File: config.mk
export PLATFORM = sky130hd
export DESIGN_NAME = plot_fb_writer_flat
export DESIGN_NICKNAME = d
export VERILOG_FILES = /design/src/rtl/plot_pkg.sv /design/src/rtl/plot_fb_writer_if.sv /design/src/rtl/plot_fifo.sv /design/src/rtl/plot_fb_writer.sv /design/src/flat_wrapper.sv
export SDC_FILE = /design/constraint.sdc
export NUM_CORES = 1
export LEC_CHECK = 0
export ABC_AREA = 1
export BUFFER_PORTS_ARGS = -buffer_cell sky130_fd_sc_hd__buf_4
export CORE_MARGIN = 10
export CORE_UTILIZATION = 55
export CTS_BUF_LIST = sky130_fd_sc_hd__clkbuf_4
export DETAILED_ROUTE_END_ITERATION = 6
export PLACE_DENSITY = 0.72
export SETUP_SLACK_MARGIN = 0.3
export SYNTH_ARGS = -nofsm -noshare
export SYNTH_HDL_FRONTEND = slang
export SYNTH_SLANG_ARGS = --single-unit
File: constraint.sdc
create_clock -name clk -period 3.8 [get_ports clk]
set_clock_uncertainty 0.2 [all_clocks]
set_input_delay 0.76 -clock clk [delete_from_list [all_inputs] [get_ports clk]]
set_output_delay 0.76 -clock clk [all_outputs]
set_load 0.01 [all_outputs]
File: src/rtl/plot_pkg.sv
// plot_pkg: shared widths, address helper, FSM states and pixel entry type for the framebuffer writer (PLOT_ERASE_EN adds the erase flag)
package plot_pkg;
    localparam int X_BITS_DEF = 8;
    localparam int Y_BITS_DEF = 8;
    typedef enum logic {IDLE, MOD} state_t;
    function automatic int addr_bits(input int xb, input int yb);
        return yb + xb - 3;
    endfunction
    typedef struct packed {
`ifdef PLOT_ERASE_EN
        logic erase;
`endif
        logic [Y_BITS_DEF-1:0] y;
        logic [X_BITS_DEF-1:0] x;
    } pixel_t;
endpackage

File: src/rtl/plot_fb_writer_if.sv
// plot_fb_writer_if: pixel stream, status and framebuffer RAM port bundle (PLOT_ERASE_EN adds erase)
interface plot_fb_writer_if #(
    parameter int X_BITS = 8,
    parameter int Y_BITS = 8
);
    import plot_pkg::*;
    localparam int A_BITS = addr_bits(X_BITS, Y_BITS);
    logic              plot;
    logic [X_BITS-1:0] x;
    logic [Y_BITS-1:0] y;
`ifdef PLOT_ERASE_EN
    logic              erase;
`endif
    logic              ready;
    logic              busy;
    logic              overflow;
    logic [A_BITS-1:0] mem_addr;
    logic              mem_re;
    logic [7:0]        mem_rdata;
    logic              mem_we;
    logic [7:0]        mem_wdata;
    modport master (
`ifdef PLOT_ERASE_EN
        output erase,
`endif
        output plot, x, y, mem_rdata,
        input  ready, busy, overflow, mem_addr, mem_re, mem_we, mem_wdata
    );
    modport slave (
`ifdef PLOT_ERASE_EN
        input  erase,
`endif
        input  plot, x, y, mem_rdata,
        output ready, busy, overflow, mem_addr, mem_re, mem_we, mem_wdata
    );
endinterface

File: src/rtl/plot_fifo.sv
// plot_fifo: synchronous FIFO with registered occupancy count and wrapping pointers
module plot_fifo #(
    parameter int WIDTH = 16,
    parameter int DEPTH = 16
) (
    input  logic             clk,
    input  logic             reset,
    input  logic             push,
    input  logic             pop,
    input  logic [WIDTH-1:0] din,
    output logic [WIDTH-1:0] dout,
    output logic             full,
    output logic             empty
);
    localparam int P = $clog2(DEPTH);
    logic [WIDTH-1:0] mem_q [DEPTH];
    logic [P-1:0]     wr_q, wr_d, rd_q, rd_d;
    logic [P:0]       cnt_q, cnt_d;
    logic             do_push, do_pop;
    // Qualify requests against the registered flags and advance pointers/count.
    always_comb begin
        full    = cnt_q == (P+1)'(DEPTH);
        empty   = cnt_q == '0;
        do_push = push && !full;
        do_pop  = pop && !empty;
        wr_d    = wr_q + P'(do_push);
        rd_d    = rd_q + P'(do_pop);
        cnt_d   = cnt_q + (P+1)'(do_push) - (P+1)'(do_pop);
        dout    = mem_q[rd_q];
    end
    // Pointer and count state; reset empties the FIFO.
    always_ff @(posedge clk) begin
        if (reset) begin
            wr_q  <= '0;
            rd_q  <= '0;
            cnt_q <= '0;
        end else begin
            wr_q  <= wr_d;
            rd_q  <= rd_d;
            cnt_q <= cnt_d;
        end
    end
    // Entry storage, written only on an accepted push.
    always_ff @(posedge clk) begin
        if (do_push) mem_q[wr_q] <= din;
    end
endmodule

File: src/rtl/plot_fb_writer.sv
// plot_fb_writer: buffers plotted pixels and read-modify-writes them into a 1bpp byte-wide framebuffer (PLOT_ERASE_EN enables pixel erase)
module plot_fb_writer
    import plot_pkg::*;
#(
    parameter int FIFO_DEPTH = 16,
    parameter int X_BITS     = X_BITS_DEF,
    parameter int Y_BITS     = Y_BITS_DEF
) (
    input logic              clk,
    input logic              reset,
    plot_fb_writer_if.slave  bus
);
    typedef struct packed {
`ifdef PLOT_ERASE_EN
        logic erase;
`endif
        logic [Y_BITS-1:0] y;
        logic [X_BITS-1:0] x;
    } entry_t;
    state_t state_q, state_d;
    entry_t pix_q, pix_d, head, din;
    logic   overflow_q, overflow_d;
    logic   full, empty, ready, push, pop, set_bit;
    logic [7:0] mask;
    plot_fifo #(.WIDTH($bits(entry_t)), .DEPTH(FIFO_DEPTH)) u_fifo (
        .clk   (clk),
        .reset (reset),
        .push  (push),
        .pop   (pop),
        .din   (din),
        .dout  (head),
        .full  (full),
        .empty (empty)
    );
    // Handshake: accept while not full and out of reset; pop whenever the FSM starts a pixel.
    always_comb begin
        ready = !full && !reset;
        push  = bus.plot && ready;
        pop   = state_q == IDLE && !empty;
        din.x = bus.x;
        din.y = bus.y;
`ifdef PLOT_ERASE_EN
        din.erase = bus.erase;
`endif
    end
    // State, latched pixel and sticky overflow registers.
    always_ff @(posedge clk) begin
        if (reset) begin
            state_q    <= IDLE;
            pix_q      <= '0;
            overflow_q <= 1'b0;
        end else begin
            state_q    <= state_d;
            pix_q      <= pix_d;
            overflow_q <= overflow_d;
        end
    end
    // Next state: IDLE issues the read when work is queued, MOD always writes back and returns.
    always_comb begin
        state_d    = pop ? MOD : IDLE;
        pix_d      = pop ? head : pix_q;
        overflow_d = overflow_q || (bus.plot && !ready);
    end
    // RAM port: read addressed by the FIFO head in IDLE, write of the modified byte in MOD.
    always_comb begin
        mask = 8'h01 << pix_q.x[2:0];
`ifdef PLOT_ERASE_EN
        set_bit = !pix_q.erase;
`else
        set_bit = 1'b1;
`endif
        bus.ready     = ready;
        bus.busy      = !reset && (!empty || state_q != IDLE);
        bus.overflow  = overflow_q;
        bus.mem_re    = !reset && pop;
        bus.mem_we    = !reset && state_q == MOD;
        bus.mem_addr  = reset ? '0 : pop ? {head.y, head.x[X_BITS-1:3]} : {pix_q.y, pix_q.x[X_BITS-1:3]};
        bus.mem_wdata = !bus.mem_we ? 8'h00 : set_bit ? (bus.mem_rdata | mask) : (bus.mem_rdata & ~mask);
    end
endmodule
File: src/flat_wrapper.sv
// flat-port wrapper written by rule: the top's interface ports become plain ports
module plot_fb_writer_flat import plot_pkg::*;
#(
    parameter int FIFO_DEPTH = 16,
    parameter int X_BITS     = X_BITS_DEF,
    parameter int Y_BITS     = Y_BITS_DEF
)
  (clk, reset, bus_plot, bus_x, bus_y, bus_mem_rdata, bus_ready, bus_busy, bus_overflow, bus_mem_addr, bus_mem_re, bus_mem_we, bus_mem_wdata);
  plot_fb_writer_if #(.X_BITS(X_BITS), .Y_BITS(Y_BITS)) bus_i ();
  input logic clk;
  input logic reset;
  input wire logic [$bits(bus_i.plot)-1:0] bus_plot;
  input wire logic [$bits(bus_i.x)-1:0] bus_x;
  input wire logic [$bits(bus_i.y)-1:0] bus_y;
  input wire logic [$bits(bus_i.mem_rdata)-1:0] bus_mem_rdata;
  output wire logic [$bits(bus_i.ready)-1:0] bus_ready;
  output wire logic [$bits(bus_i.busy)-1:0] bus_busy;
  output wire logic [$bits(bus_i.overflow)-1:0] bus_overflow;
  output wire logic [$bits(bus_i.mem_addr)-1:0] bus_mem_addr;
  output wire logic [$bits(bus_i.mem_re)-1:0] bus_mem_re;
  output wire logic [$bits(bus_i.mem_we)-1:0] bus_mem_we;
  output wire logic [$bits(bus_i.mem_wdata)-1:0] bus_mem_wdata;
  assign bus_i.plot = bus_plot;
  assign bus_i.x = bus_x;
  assign bus_i.y = bus_y;
  assign bus_i.mem_rdata = bus_mem_rdata;
  assign bus_ready = bus_i.ready;
  assign bus_busy = bus_i.busy;
  assign bus_overflow = bus_i.overflow;
  assign bus_mem_addr = bus_i.mem_addr;
  assign bus_mem_re = bus_i.mem_re;
  assign bus_mem_we = bus_i.mem_we;
  assign bus_mem_wdata = bus_i.mem_wdata;
  plot_fb_writer #(.FIFO_DEPTH(FIFO_DEPTH), .X_BITS(X_BITS), .Y_BITS(Y_BITS)) u_core (.clk(clk), .reset(reset), .bus(bus_i));
endmodule
==> results.yml, run 1 <==
worst_setup_path:
  cp.required_ns: 2.84
  critPathMaxFanout: 32
  worstSetupStartpoint: "u_core.u_fifo.rd_q[2]"
  r2r_cells: 14
  cp.arrival_ns: 2.44
  r2r_end: "u_core.u_fifo.cnt_q[4]"
  reg2reg_from: "u_core.u_fifo.cnt_q[2]"
  rrSetupSlack_ns: 0.85
  crit_path_max_incr_delay_ns: 0.38
  crit_type: "reg2out"
  crit_slowest_cell: "buf_4"
  endpoint_kind: "output pin"
  crit_path_end: "bus_mem_addr[6]"
  cp_top_family: "buffers and inverters"
  crit_buf_inv: 5
  critical_path_depth: 9
  critPathLaunchType: "flop"
  crit_chain: "buf_4, inv_1, buf_4, nand3_1, nand3_1, nand3_1, nand2_1, inv_1, buf_4"
synth:
  synth_area_leaders: "edfxtp_1, nand2_1, nand3_1"
  synth-async-reset-ratio: 0
  syn_area_per_cell_um2: 10.1
  yosysSeqAreaShare: 0.670
  synth_top_cell_by_area: "edfxtp_1"
  ys_seq_elements: 287
  synth-main-ff-cell: "edfxtp_1"
  syn_area_um2: 12400
  ys_types: 24
  synth_edf_count: 256
  yosysWarningCount: 0
  synth_top_area_frac: 0.620
  synth_nets: 1268
  synthCells: 1230
clocking:
  clock-root-buffer: "clkbuf_4"
  cts_tree: "done"
  cts_max_path_buffers: 3
  path_clk_slew_ns: 0.07
  insertion_delay_ns: 0.68
  ctsHtreeMaxLevel: 3
  cts_made_buffers: 75
  cts_sinks: 287
pwr:
  p_leak_nw: 6.23
  ir_worst_vdd_uv: 322
  pwr_density_cell_nw_per_um2: 631
sta:
  worst_slack_ns: 0.403
  setup_viol: 0
  maxSlewViolCount: 0
  grt_setup_unrepaired: "true"
  hold_viol: 0
  fin_crit_sh: 0.894
  fmax_mhz: 294
  worst_pin_slew_ns: 0.837
  tns_ns: 0
  maxSlewHeadroom: 0.441
  layout_min_cycle_time_ns: 3.40
global_route:
  antenna_found_initial: 1
  track_usage: 0.202
  overflow: 0
  grt_pass1_wl_um: 45200
  grt_start_max_net_pins: 72
  grt_pass1_vias: 8677
die:
  die_w_um: 170
  die-area_um2: 28900
  die_height_um: 170
  rows: 54
  initial_core_util: 0.563
  io-pin-count: 53
  core-area_um2: 22000
detailed_routing:
  vias: 8762
  viasPerCell: 5.24
  drc: 0
  wire_per_inst_um: 17.4
  first_iter_violations: 748
  drt-total-wl_um: 29100
  antenna_left: 0
  first_pass_iters: 7
placement:
  postPlaceCellArea_um2: 13200
  dpl.hpwl_um: 17700
  place.gp.congestion: 0.843
  numPortBuffers: 52
  post-place-ws_ns: 0.710
worst_hold_path:
  min_path_type: "in2reg"
layout:
  design_area_um2: 14100
  regArea_um2: 8310
  final_net_count: 1376
  layout-drive-gt1-share: 0.159
  syn2layout_area_growth_pct: 13.7
  fill_cells: 1763
  multiInputGateArea_um2: 3060
run_status:
  outcome: "finished clean"
flow_run:
  cap_violations: 0
==> power breakdown <==
part           internal, mW  switching (mW)  leakage [nW]
Clock                  1.37            1.21         0.549
Combinational         0.865            1.82          3.12
Sequential             3.57          0.0702          2.56
Total                  5.81            3.09          6.23
==> worst register-to-register path, cell delays in order, from the launching register on <==
cell and delay (ns):
dfxtp_1 0.33, inv_1 0.06, ha_1 0.21, nand4_1 0.11, nand2_1 0.14, inv_1 0.11
buf_4 0.22, ha_1 0.26, inv_1 0.06, ha_1 0.16, inv_1 0.06, fa_1 0.43
o31ai_1 0.30, o21ai_0 0.12, a21oi_1 0.12
==> through the flow <==
step | hold slack, ns | utilization | cells | total power, mW
floorplan | 0.290 | - | 1230 | 5.55
global route | 0.155 | 0.640 | 1671 | 9.47
detailed placement | 0.270 | 0.598 | 1539 | 6.36
CTS | 0.124 | 0.639 | 1668 | 8.93
global placement | 0.275 | 0.598 | 1539 | 6.32
finish | 0.159 | 0.640 | 1671 | 8.90
==> flip-flops by register name, indices dropped and copies added, names as in the netlist <==
signal,count
u_core.u_fifo.mem_q,256
u_core.pix_q,16
u_core.u_fifo.cnt_q,5
u_core.bus.overflow,1
u_core.state_q,1
u_core.u_fifo.rd_q,4
u_core.u_fifo.wr_q,4
==> how the worst min path moves through the flow <==
stage / from / to / cells after the start
after floorplan: u_core.u_fifo.wr_q[3] / u_core.u_fifo.wr_q[3] / 2
after global placement: u_core.bus.overflow / u_core.bus.overflow / 2
after detailed placement: u_core.bus.overflow / u_core.bus.overflow / 2
after CTS: bus_plot / u_core.bus.overflow / 3
after global routing: bus_plot / u_core.bus.overflow / 3
final: bus_plot / u_core.bus.overflow / 3
==> cells in the final DEF, fill, tap and decap left out, drive strengths merged, types with 10 or more instances in the layout <==
cell type / Yosys / layout
dfxtp: 31 / 31
edfxtp: 256 / 256
a21oi: 10 / 10
nor2: 58 / 58
inv: 189 / 190
ha: 10 / 10
clkbuf: 6 / 108
nand3: 183 / 183
nand2: 410 / 410
clkinv: 1 / 19
buf: 51 / 88
==> kinds of logic (layout without fill, tap and decap cells) <==
| logic type | Yosys count | in the layout | synth area share |
|---|---|---|---|
| buffers and inverters | 247 | 407 | 0.0859 |
| flip-flops | 287 | 287 | 0.670 |
| other | 0 | 1 | 0 |
| adder cells (fa/ha/maj) | 11 | 11 | 0.0117 |
| AO/OA/AOI/OAI | 23 | 23 | 0.0108 |
| XOR/XNOR | 4 | 4 | 0.00283 |
| AND/OR/NAND/NOR | 658 | 658 | 0.219 |
==> synthesized netlist by cell type, drive strengths merged, types with 3 or more instances <==
| cell type | count |
|---|---|
| nor3 | 5 |
| clkbuf | 6 |
| inv | 189 |
| ha | 10 |
| nand2 | 410 |
| dfxtp | 31 |
| edfxtp | 256 |
| o21a | 5 |
| a21oi | 10 |
| a31oi | 3 |
| nor2 | 58 |
| buf | 51 |
| nand3 | 183 |
| o21ai | 4 |
==> area by class of cell <==
cell class                 instances  share of cell area
tap                              280              0.0248
inverter                         190              0.0507
sequential                       287               0.590
antenna                            1            0.000177
clock inverter                    21             0.00781
multi-input combinational        696               0.217
clock buffer                     108              0.0575
timing repair buffer              88              0.0522
==> metal layers <==
metal,global-route usage,part of all wire,vias up
met5,0,0,-
met3,0.0393,0.075,55
met1,0.253,0.41,4136
met2,0.329,0.48,344
met4,0.104,0.036,0
li1,-,-,4227
==> timing repair <==
| item | CTS | global route |
|---|---|---|
| gates resized for setup | 0 | 0 |
| hold buffers | 0 | 0 |
| endpoints found under the setup margin | 0 | 10 |
| setup buffers | 0 | 2 |
No activity file was read; power rests on OpenSTA's default activity.
==> run 2: changes to the inputs <==
CORE_UTILIZATION = 64   (was 55)
PLACE_DENSITY = 0.82   (was 0.72)
==> results.yml, run 2 (synthesis results as in run 1) <==
sta:
  hold_viol: 0
  fin_crit_sh: 0.900
  worst_pin_slew_ns: 0.551
  setup_viol: 0
  layout_min_cycle_time_ns: 3.42
  grt_setup_unrepaired: "true"
  fmax_mhz: 292
  maxSlewHeadroom: 0.632
  tns_ns: 0
  maxSlewViolCount: 0
clocking:
  insertion_delay_ns: 0.70
  cts_made_buffers: 72
  path_clk_slew_ns: 0.07
  cts_tree: "done"
  cts_hold_buf: 0
  cts_max_path_buffers: 3
  ctsHtreeMaxLevel: 3
  cts_sinks: 287
  clock-root-buffer: "clkbuf_4"
die:
  die_height_um: 159
  rows: 50
  die_w_um: 159
  io-pin-count: 53
  initial_core_util: 0.656
  die-area_um2: 25300
  core-area_um2: 18900
worst_setup_path:
  r2r_cells: 14
  cp.arrival_ns: 2.46
  critPathLaunchType: "flop"
  crit_type: "reg2out"
  critPathMaxFanout: 23
  cp.required_ns: 2.84
  endpoint_kind: "output pin"
layout:
  mostFrequentLayoutCells: "nand2_1, edfxtp_1, inv_1"
  finalNonFillerCells: 1642
  layout-drive-gt1-share: 0.156
  fill_cells: 1251
  largest_reg_flops: 256
  top_regs: "u_core.u_fifo.mem_q x256, u_core.pix_q x16, u_core.u_fifo.cnt_q x5"
  final_common_cell: "nand2_1"
  syn2layout_area_growth_pct: 13.1
  final_net_count: 1373
  top_register: "u_core.u_fifo.mem_q"
worst_hold_path:
  hold_path_depth: 3
  min_path_type: "in2reg"
global_route:
  antenna_found_initial: 4
  track_usage: 0.227
  grt_pass1_vias: 8935
  grt_pass1_wl_um: 45900
  overflow: 0
  grt_start_max_net_pins: 130
detailed_routing:
  antenna_left: 0
  wire_per_inst_um: 18.3
  drt-total-wl_um: 30100
  first_iter_violations: 1216
  viasPerCell: 5.56
  first_pass_iters: 5
  vias: 9123
  drc: 0
pwr:
  pwr_density_cell_nw_per_um2: 628
  ir_worst_vdd_uv: 317
  p_leak_nw: 6.19
placement:
  place.gp.congestion: 0.854
  placedCellCount: 1519
  numPortBuffers: 52
  dpl.hpwl_um: 17300
run_status:
  outcome: "finished clean"
flow_run:
  cap_violations: 0
[run 2: cell types whose count changed in the layout (fill, tap and decap cells not counted), sizes merged]
| cell | change |
|---|---|
| diode | +2 |
| clkbuf | -8 |
| buf | -2 |
| bufinv | -1 |
| clkinv | -1 |
| inv | +1 |
[run 2: layer usage]
| metal | global-route usage | vias up | share of wire |
|---|---|---|---|
| met4 | 0.107 | 0 | 0.034 |
| met5 | 0 | - | 0 |
| li1 | - | 4218 | - |
| met3 | 0.0692 | 102 | 0.12 |
| met2 | 0.365 | 593 | 0.48 |
| met1 | 0.276 | 4210 | 0.37 |
[run 2: path summary, 6_finish.rpt]
path / startpoint / end / slack, ns
worst min-delay path: bus_plot / u_core.bus.overflow / 0.14
worst max-delay path: u_core.u_fifo.rd_q[0] / bus_mem_addr[9] / 0.38
worst min register to register: u_core.bus.overflow / u_core.bus.overflow / 0.33
worst max register to register: u_core.u_fifo.cnt_q[3] / u_core.u_fifo.cnt_q[4] / 0.80
[run 2: what timing repair did]
action,in CTS,in global routing
endpoints found under the setup margin,13,13
gates resized for setup,4,5
cloned,0,1
pin swaps,0,0
buffers inserted,1,0
[run 2: where the power goes]
part           leakage [nW]  switching, mW  internal (mW)  total [mW]
Sequential             2.56         0.0821           3.57        3.66
Clock                 0.497           1.19           1.19        2.37
Combinational          3.13           1.88          0.889        2.77
[run 2: through the flow]
stage / hold WS, ns / instance area [µm²] / power [mW] / worst slack [ns] / util
global placement: 0.316 / 13100 / 6.27 / 0.679 / 0.695
finish: 0.144 / 14000 / 8.80 / 0.380 / 0.742
floorplan: 0.290 / 12400 / 5.55 / 1.03 / -
CTS: 0.128 / 14000 / 8.72 / 0.318 / 0.739
global route: 0.142 / 14000 / 9.28 / 0.244 / 0.742
detailed placement: 0.314 / 13100 / 6.34 / 0.619 / 0.695
[run 2: critical path, stage by stage, from the launching register on]
cell and delay [ns]:
dfxtp_4 0.39, inv_8 0.18, buf_4 0.30, nand2_1 0.09, nand3_1 0.08, nand3_1 0.13
nand3_1 0.10, nand3_1 0.18, nand2_1 0.12, inv_1 0.04, buf_4 0.13
[run 2: layout make-up]
type | count | area, µm² | share of cell area
tap | 260 | 325 | 0.0232
inverter | 190 | 726 | 0.0518
multi-input combinational | 696 | 3070 | 0.219
sequential | 287 | 8310 | 0.593
timing repair buffer | 88 | 762 | 0.0544
clock inverter | 20 | 78.8 | 0.00562
clock buffer | 98 | 736 | 0.0525
antenna | 3 | 7.51 | 0.000536
